`config.mk`:
```
export PLATFORM = sky130hd
export DESIGN_NAME = muldiv_unit_e
export DESIGN_NICKNAME = d
export VERILOG_FILES = /design/src/rtl/muldiv_pkg.sv /design/src/rtl/muldiv_div_iter.sv /design/src/rtl/muldiv_unit_e.sv
export SDC_FILE = /design/constraint.sdc
export NUM_CORES = 2
export LEC_CHECK = 0
export CORE_MARGIN = 4
export CORE_UTILIZATION = 60
export CTS_CLUSTER_DIAMETER = 150
export DETAILED_ROUTE_END_ITERATION = 6
export DONT_BUFFER_PORTS = 1
export PLACE_DENSITY = 0.79
export SETUP_SLACK_MARGIN = 0.1
export SLEW_MARGIN = 0
export SYNTH_ARGS = -nofsm -noshare
export SYNTH_HDL_FRONTEND = slang
export SYNTH_HIERARCHICAL = 1
export SYNTH_SLANG_ARGS = --single-unit
```
`constraint.sdc`:
```
create_clock -name clk_i -period 12.5 [get_ports clk_i]
set_input_delay 2.5 -clock clk_i [delete_from_list [all_inputs] [get_ports clk_i]]
set_output_delay 2.5 -clock clk_i [all_outputs]
set_load 0.01 [all_outputs]
```
`src/rtl/muldiv_pkg.sv`:
```
// Shared definitions for the RV32M execute-stage multiply/divide unit.
package muldiv_pkg;
  localparam int MULDIV_XLEN = 32;

  localparam logic [2:0] F3_MUL    = 3'b000;
  localparam logic [2:0] F3_MULH   = 3'b001;
  localparam logic [2:0] F3_MULHSU = 3'b010;
  localparam logic [2:0] F3_MULHU  = 3'b011;
  localparam logic [2:0] F3_DIV    = 3'b100;
  localparam logic [2:0] F3_DIVU   = 3'b101;
  localparam logic [2:0] F3_REM    = 3'b110;
  localparam logic [2:0] F3_REMU   = 3'b111;

  typedef enum logic [1:0] {IDLE, DIV, DONE} muldiv_state_t;
endpackage

```
`src/rtl/muldiv_div_iter.sv`:
```
// Restoring divider datapath: one quotient bit per step on unsigned magnitudes.
module muldiv_div_iter import muldiv_pkg::*; #(
  parameter int XLEN      = MULDIV_XLEN,
  parameter int CNT_WIDTH = $clog2(XLEN) + 1
) (
  input  logic            clk_i,
  input  logic            rst_ni,
  input  logic            clr_i,
  input  logic            load_i,
  input  logic            step_i,
  input  logic [XLEN-1:0] dividend_i,
  input  logic [XLEN-1:0] divisor_i,
  output logic [XLEN-1:0] quo_nxt_o,
  output logic [XLEN-1:0] rem_nxt_o,
  output logic            last_o
);
  logic [XLEN-1:0]      rem_q, quo_q, dvs_q;
  logic [CNT_WIDTH-1:0] cnt_q;
  logic [XLEN:0]        rem_sh, diff;

  // Partial remainder stays below the divisor, so XLEN+1 bits hold the shifted value.
  assign rem_sh    = {rem_q, quo_q[XLEN-1]};
  assign diff      = rem_sh - {1'b0, dvs_q};
  assign rem_nxt_o = diff[XLEN] ? rem_sh[XLEN-1:0] : diff[XLEN-1:0];
  assign quo_nxt_o = {quo_q[XLEN-2:0], ~diff[XLEN]};
  assign last_o    = (cnt_q == CNT_WIDTH'(1));

  always_ff @(posedge clk_i or negedge rst_ni) begin
    if (!rst_ni) begin
      rem_q <= '0;
      quo_q <= '0;
      dvs_q <= '0;
      cnt_q <= '0;
    end else if (clr_i) begin
      cnt_q <= '0;
    end else if (load_i) begin
      rem_q <= '0;
      quo_q <= dividend_i;
      dvs_q <= divisor_i;
      cnt_q <= CNT_WIDTH'(XLEN);
    end else if (step_i) begin
      rem_q <= rem_nxt_o;
      quo_q <= quo_nxt_o;
      cnt_q <= cnt_q - CNT_WIDTH'(1);
    end
  end
endmodule

```
`src/rtl/muldiv_unit_e.sv`:
```
// Execute-stage RV32M unit: single-cycle multiply, XLEN-step iterative divide.
module muldiv_unit_e import muldiv_pkg::*; #(
  parameter int XLEN      = MULDIV_XLEN,
  parameter int CNT_WIDTH = $clog2(XLEN) + 1
) (
  input  logic            clk_i,
  input  logic            rst_ni,
  input  logic            start_i,
  input  logic            flush_i,
  input  logic [2:0]      funct3_i,
  input  logic [XLEN-1:0] op_a_i,
  input  logic [XLEN-1:0] op_b_i,
  output logic            busy_o,
  output logic            done_o,
  output logic [XLEN-1:0] result_o
);
  muldiv_state_t state_q;
  logic [2:0]    funct3_q;
  logic          q_neg_q, r_neg_q, done_q;
  logic [XLEN-1:0] result_q;

  logic accept, is_div, is_uns, a_sgn, b_sgn, div_zero, div_ovf, load;
  logic signed [XLEN:0]     mul_a, mul_b;
  logic signed [2*XLEN+1:0] prod;
  logic [XLEN-1:0] mul_res, abs_a, abs_b, quo_nxt, rem_nxt, fix_q, fix_r;
  logic            last, unused_prod;

  assign accept = (state_q == IDLE) && start_i && !flush_i;
  assign busy_o = accept || (state_q == DIV);
  assign done_o = done_q;
  assign result_o = result_q;

  assign is_div   = funct3_i[2];
  assign is_uns   = funct3_i[0];
  assign a_sgn    = !is_uns && op_a_i[XLEN-1];
  assign b_sgn    = !is_uns && op_b_i[XLEN-1];
  assign div_zero = (op_b_i == '0);
  assign div_ovf  = !is_uns && (op_a_i == {1'b1, {(XLEN-1){1'b0}}}) && (&op_b_i);
  assign load     = accept && is_div && !div_zero && !div_ovf;

  // rs1 is signed for all but MULHU, rs2 only for MUL/MULH.
  assign mul_a       = {(funct3_i[1:0] != 2'b11) && op_a_i[XLEN-1], op_a_i};
  assign mul_b       = {!funct3_i[1] && op_b_i[XLEN-1], op_b_i};
  assign prod        = mul_a * mul_b;
  assign mul_res     = (funct3_i[1:0] == 2'b00) ? prod[XLEN-1:0] : prod[2*XLEN-1:XLEN];
  assign unused_prod = ^prod[2*XLEN+1:2*XLEN];

  assign abs_a = a_sgn ? -op_a_i : op_a_i;
  assign abs_b = b_sgn ? -op_b_i : op_b_i;
  assign fix_q = q_neg_q ? -quo_nxt : quo_nxt;
  assign fix_r = r_neg_q ? -rem_nxt : rem_nxt;

  muldiv_div_iter #(.XLEN(XLEN), .CNT_WIDTH(CNT_WIDTH)) u_div (
    .clk_i      (clk_i),
    .rst_ni     (rst_ni),
    .clr_i      (flush_i),
    .load_i     (load),
    .step_i     ((state_q == DIV) && !flush_i),
    .dividend_i (abs_a),
    .divisor_i  (abs_b),
    .quo_nxt_o  (quo_nxt),
    .rem_nxt_o  (rem_nxt),
    .last_o     (last)
  );

  always_ff @(posedge clk_i or negedge rst_ni) begin
    if (!rst_ni) begin
      state_q  <= IDLE;
      funct3_q <= '0;
      q_neg_q  <= 1'b0;
      r_neg_q  <= 1'b0;
      done_q   <= 1'b0;
      result_q <= '0;
    end else if (flush_i) begin
      state_q <= IDLE;
      done_q  <= 1'b0;
    end else begin
      unique case (state_q)
        IDLE: begin
          done_q <= 1'b0;
          if (start_i) begin
            funct3_q <= funct3_i;
            q_neg_q  <= a_sgn ^ b_sgn;
            r_neg_q  <= a_sgn;
            if (!is_div) begin
              result_q <= mul_res;
              state_q  <= DONE;
              done_q   <= 1'b1;
            end else if (div_zero) begin
              result_q <= funct3_i[1] ? op_a_i : '1;
              state_q  <= DONE;
              done_q   <= 1'b1;
            end else if (div_ovf) begin
              result_q <= funct3_i[1] ? '0 : op_a_i;
              state_q  <= DONE;
              done_q   <= 1'b1;
            end else begin
              state_q <= DIV;
            end
          end
        end
        DIV: if (last) begin
          result_q <= funct3_q[1] ? fix_r : fix_q;
          state_q  <= DONE;
          done_q   <= 1'b1;
        end
        DONE: begin
          done_q  <= 1'b0;
          state_q <= IDLE;
        end
        default: begin
          done_q  <= 1'b0;
          state_q <= IDLE;
        end
      endcase
    end
  end
endmodule

```
# Yosys cells after proc, flatten, opt, wreduce, memory -nomap -nowiden

Cells that the tools add are included.

Mux-type cells: 36
Add/subtract/negate cells: 6
Reductions and logical operators: 30
Equal/unequal tests: 9
Bitwise operators: 3
Multiply operators: 1

Operators with widths:

| kind                                                               | count |
|---|---|
| 32-bit two-way mux                                                 | 18 |
| 32-bit negation                                                    | 4 |
| 33-bit by 33-bit multiplier with 64-bit output                     | 1 |
| 32-bit one-hot mux with 2 select lines                             | 1 |
| 33-bit by 32-bit subtractor with 33-bit output                     | 1 |
| 32-bit == test, second input constant                              | 1 |
| 32-bit zero test                                                   | 1 |
| 32-bit AND reduction                                               | 1 |
| 6-bit two-way mux                                                  | 3 |
| 1-bit logical AND                                                  | 12 |
| 2-bit two-way mux                                                  | 6 |
| 6-bit by 1-bit == test with 1-bit output, second input constant    | 1 |
| 1-bit two-way mux                                                  | 6 |
| 2-bit != test, second input constant                               | 3 |
| 3-bit != test, second input constant                               | 2 |
| 2-bit AND reduction                                                | 3 |
| 6-bit by 1-bit subtractor with 6-bit output, second input constant | 1 |
| 1-bit zero test                                                    | 5 |
| 5-bit AND reduction                                                | 1 |
| 2-bit zero test                                                    | 2 |
| 4-bit != test, second input constant                               | 1 |
| 2-bit one-hot mux with 2 select lines                              | 1 |
| 2-bit nonzero test                                                 | 2 |
| 3-bit AND reduction                                                | 1 |
| other kinds (6)                                                    | 7 |

Output and inout bits: 34
Bits of input ports: 71
Register bits: 141
Logic and storage cells: 95

# Depth between registers and ports, before layout

Depth in word-level cells: 9
Depth in mapped cells: 31

# Modules after synthesis

The synthesis kept the hierarchy.

By module, submodules not included:

| module          | instances | cells an instance | seq. area each (um^2) | area each (um^2) |
|---|---|---|---|---|
| muldiv_unit_e   | 1         | 4,996             | 950.9                 | 43,465.4 |
| muldiv_div_iter | 1         | 746               | 2,552.4               | 6,769.0 |

# Worst setup path after synthesis

OpenSTA, ideal clock, no wires.

Kind: in2reg
Start point: input funct3_i[0]
End point: register result_q[28] (netlist: result_o[28])
Slack: 1,755 ps
Data required time: 12,368 ps
Buffers on the path: 3
Stages: 28
Arrival time: 10,613 ps
Path through: clkbuf_1 -> a21boi_0 -> clkbuf_1 -> clkbuf_1 -> nand2_1 -> fa_1 -> fa_1 -> inv_1 -> fa_1 -> inv_1 -> fa_1 -> inv_1 -> fa_1 -> fa_1 -> fa_1 -> inv_1 -> fa_1 -> inv_1 -> ha_1 -> and3_1 -> a221oi_1 -> o21ai_0 -> nor3_1 -> a21boi_1 -> a311oi_1 -> o21ba_2 -> xor2_1 -> o211ai_1

Cells in the longest elaborated chain, start to end: 7
Elaborated cells between the ends (all ways): 13
Classes of those cells: 1 x mul; 2 x eq/ne; 4 x mux; 6 x reduce/logical

Ends and longest elaborated chain:

| item                                           | line                | source |
|---|---|---|
| from (decl)                                    | muldiv_unit_e.sv:10 | `input logic [2:0] funct3_i,` |
| 2-bit != test                                  | muldiv_unit_e.sv:42 | `assign mul_a = {(funct3_i[1:0] != 2'b11) && op_a_i[XLEN-1], op_a_i};` |
| 1-bit logical AND                              | muldiv_unit_e.sv:42 |  |
| 33-bit by 33-bit multiplier with 64-bit output | muldiv_unit_e.sv:44 | `assign prod = mul_a * mul_b;` |
| 32-bit two-way mux                             | muldiv_unit_e.sv:45 | `assign mul_res = (funct3_i[1:0] == 2'b00) ? prod[XLEN-1:0] : prod[2*XLEN-1:XLEN];` |
| 32-bit two-way mux                             | muldiv_unit_e.sv:85 | `if (!is_div) begin` |
| 32-bit two-way mux                             | muldiv_unit_e.sv:81 | `if (start_i) begin` |
| 32-bit one-hot mux with 2 select lines         | muldiv_unit_e.sv:78 | `unique case (state_q)` |
| to (signal assigned)                           | muldiv_unit_e.sv:86 | `result_q <= mul_res;` |
| to (signal assigned)                           | muldiv_unit_e.sv:90 | `result_q <= funct3_i[1] ? op_a_i : '1;` |
| to (signal assigned)                           | muldiv_unit_e.sv:94 | `result_q <= funct3_i[1] ? '0 : op_a_i;` |
| to (decl)                                      | muldiv_unit_e.sv:20 | `logic [XLEN-1:0] result_q;` |

Parallel ways exist; a longest one is shown, timed or not. The select of a mux whose other input is x is not followed.
A chain may end at the register's enable or synchronous reset.

# Final worst setup path

Start point: input op_a_i[31]
End point: register result_q[28] (netlist: result_o[28])

Cells in the longest elaborated chain, start to end: 6
Elaborated cells between the ends (all ways): 11
Classes of those cells: 1 x mul; 2 x eq/ne; 4 x mux; 4 x reduce/logical

Ends and longest elaborated chain:

| item                                           | line                | source |
|---|---|---|
| from (decl)                                    | muldiv_unit_e.sv:11 | `input logic [XLEN-1:0] op_a_i,` |
| 1-bit logical AND                              | muldiv_unit_e.sv:42 |  |
| 33-bit by 33-bit multiplier with 64-bit output | muldiv_unit_e.sv:44 |  |
| 32-bit two-way mux                             | muldiv_unit_e.sv:45 |  |
| 32-bit two-way mux                             | muldiv_unit_e.sv:85 |  |
| 32-bit two-way mux                             | muldiv_unit_e.sv:81 |  |
| 32-bit one-hot mux with 2 select lines         | muldiv_unit_e.sv:78 |  |

Parallel ways exist; a longest one is shown, timed or not. The select of a mux whose other input is x is not followed.

==> results.md <==
* Fin area at 50,700 um2
* Worst Max-Slew Pin Slew at 1.38 ns
* Clk buf depth at 2
* CTS root buf: clkbuf_16
* Fin util at 61.4%
* Count of hold-fix buffers inserted at cts at 0
* Cell count of the worst hold path at 2
* Yosys warnings at 6
* Placed instance area at 50,100 um2
* Cell family with most CP delay: adder cells
* Critical Path RT at 12.82 ns
* Initial Util at 60.9%
* Most used cell, CP: fa_1
* Critical Path AT at 10.92 ns
* Ys async rst share at 100%
* CP max-delay cell: fa_1
* Hold Crit Start: u_div/quo_q[31]
* Core area at 82,500 um2
* WP buf/inv at 9
* Post-CTS Repair Setup Buffers at 0
* Post-synth EDFFs at 0
* R2r endpoint: result_o[28]
* Clk sink count at 140
* Top Metal Used: met5
* Met1 wire length at 54,800 um
* Die Area at 88,400 um2
* Slowest cell delay on critical path at 0.64 ns
* Syn Area/Cell at 8.75 um2
* Vias in the first global route at 41.7k
* Post-route minimum period at 10.60 ns
* Max_slew headroom at 7.20%
* Storage cell area at 3500 um2
* CTS tree: done
* Worst-Skew Late Latency at 0.46 ns
* First-pass GRT wire length at 235,000 um
* Met3 WL at 18,000 um
* Layout net count at 6,832
* IO Port Bufs at 0
* Crit path launch type: input pin
* Remaining DRCs at 0
* Ports at 105
* Final estimated routing congestion in global placement at 1.00
* Worst Setup Path Type: in2reg
* Setup_tns at 0 ns
* Post-route clock period utilization at 84.8%
* Post-Synthesis Cells at 5,742
* Cts bufs inserted at 17
* HPWL after DPL at 109,000 um
* Via count at 39.7k
* Syn_nets at 7,190
* Row Count at 105
* Clock skew at 0.0147 ns
* Pre-antenna DRT Iters at 7
* Total number of H-tree levels at 4
* Die Ht at 297 um
* Most common flop cell mapped by yosys: dfrtp_1
* Hold Path Class: reg2reg
* Distinct cells, synth at 86
* # setup viols final at 0
* Hold EP: u_div/quo_q[31]
* Largest net degree at the start of global routing at 141
* Max cap viols at 0
* Seq cells post-synth at 140
* Outcome: complete, no violations
* Remaining Overflow, GRT at 0
* Slew Limit Fails at 0
* Post-synthesis sequential area ratio at 6.97%
* Unrepaired setup endpoints after global routing: no
* Die Wd at 297 um
* Area growth syn-to-layout at 0.899%
* Drt total wl at 147,000 um
* Met2 wire length at 66,700 um
* Layout cells sized above 1 at 2.20%
* Clock transition at path regs at 0.07 ns
* CP max FO at 39
* Initial antenna violation count at 11
* R2r startpoint: u_div/dvs_q[0]
* # fillers at 6,940
* Worst r2r path cells at 21
* Routed WL per cell at 22.8 um
* DR vias/cell at 6.14
* Routed Antenna Nets at 0
* Cts repair resizes at 0
* Critical path endpoint category: flop
* Mapped cell area at 50,200 um2
* Multi-input logic area at 40,800 um2
* Flop2flop setup slack at 6.58 ns
* DRT iter0 DRCs at 4,351
* Upper clock frequency limit at 94.3 MHz
* Fin. Hold Viols at 0
* Total GRT Usage at 33.9%
## state kept, by name, indices dropped and copies added (netlist names)
| register | cells |
|---|---|
| u_div/rem_q | 32 |
| funct3_q | 1 |
| result_o | 32 |
| state_q | 2 |
| u_div/cnt_q | 6 |
| q_neg_q | 1 |
| done_o | 1 |
| r_neg_q | 1 |
| u_div/dvs_q | 32 |
| u_div/quo_q | 32 |
## final cells by class
type | instances | area share [%]
Tap cell | 1070 | 2.64
Antenna cell | 3 | 0.0148
Sequential cell | 140 | 6.91
Multi-Input combinational cell | 4048 | 80.5
Inverter | 1157 | 8.57
Clock inverter | 13 | 0.207
Timing Repair Buffer | 20 | 0.296
Clock buffer | 19 | 0.894
## per-stage QoR
| stage | hold slack (ns) | worst slack [ns] | cells |
|---|---|---|---|
| 5_1_grt | 0.530 | 1.36 | 6468 |
| 4_1_cts | 0.489 | 1.93 | 6467 |
| 6_report | 0.494 | 1.90 | 6470 |
| 3_3_place_gp | 0.464 | 1.55 | 6435 |
| 3_5_place_dp | 0.474 | 1.50 | 6435 |
| 2_1_floorplan | 0.450 | 1.75 | 5742 |
## logic make-up after synthesis
group	count (synthesis)	synth area share (%)
AND/OR/NAND/NOR	1680	15.5
buffers and inverters	1554	11.9
adder cells (fa/ha/maj)	1396	51.5
AO/OA/AOI/OAI	688	8.75
XOR/XNOR	212	3.73
flip-flops	140	6.97
multiplexers	72	1.58
## worst max-delay path by stage
stage	from	endpoint	slack [ns]	cells past startpoint
floorplan	funct3_i[0]	result_o[28]	1.75	28
global placement	op_a_i[31]	result_o[28]	1.55	29
global route	op_a_i[31]	result_o[26]	1.36	29
finish	op_a_i[31]	result_o[28]	1.90	29
CTS	op_a_i[31]	result_o[28]	1.93	29
detailed placement	op_a_i[31]	result_o[28]	1.50	29
## layout by cell type (no fill, tap or decap), drive strengths merged, types with 18 or more instances in the layout
master / count
a211oi: 23
a21o: 38
a21oi: 156
a22o: 24
a31oi: 29
and2: 358
and3: 20
buf: 20
clkbuf: 19
dfrtp: 140
fa: 1126
ha: 251
inv: 1162
maj3: 19
mux2: 23
mux2i: 49
nand2: 924
nand3: 38
nand4: 23
nor2: 158
nor3: 43
o211ai: 29
o21ai: 217
o31ai: 31
o41ai: 18
or4: 19
xnor2: 120
xor2: 92
## layer usage
metal | vias up | track usage, %
met5 | - | 0.703
met1 | 20200 | 45.0
li1 | 16700 | -
met4 | 2 | 14.4
met3 | 479 | 9.66
met2 | 2315 | 52.7
## cells in the mapped netlist, types with 42 or more instances
cell type / number / area share (%)
dfrtp_1: 140 / 7.0
ha_1: 251 / 6.3
fa_1: 1126 / 45
inv_1: 1155 / 8.6
buf_1: 61 / 0.46
mux2i_1: 49 / 0.98
o21ai_0: 215 / 2.1
clkbuf_1: 294 / 2.2
and2_1: 358 / 4.5
nor2_1: 158 / 1.2
nand2_1: 924 / 6.9
a21oi_1: 154 / 1.5
nor3_1: 42 / 0.42
xor2_1: 91 / 1.6
xnor2_1: 120 / 2.1
## worst register-to-register path, delay by kind of cell, from the launching register on
kind / cells / cell delay [ns]
xor+xnor: 1 / 0.10
simple gates: 9 / 2.61
compound gates: 5 / 0.95
buf+inv: 2 / 0.46
mux: 2 / 0.55
fa+ha+maj: 2 / 0.72
flops: 1 / 0.44
Power is not shown: default switching activity piles up to over one toggle a cycle in this logic, so the estimate is an artifact.
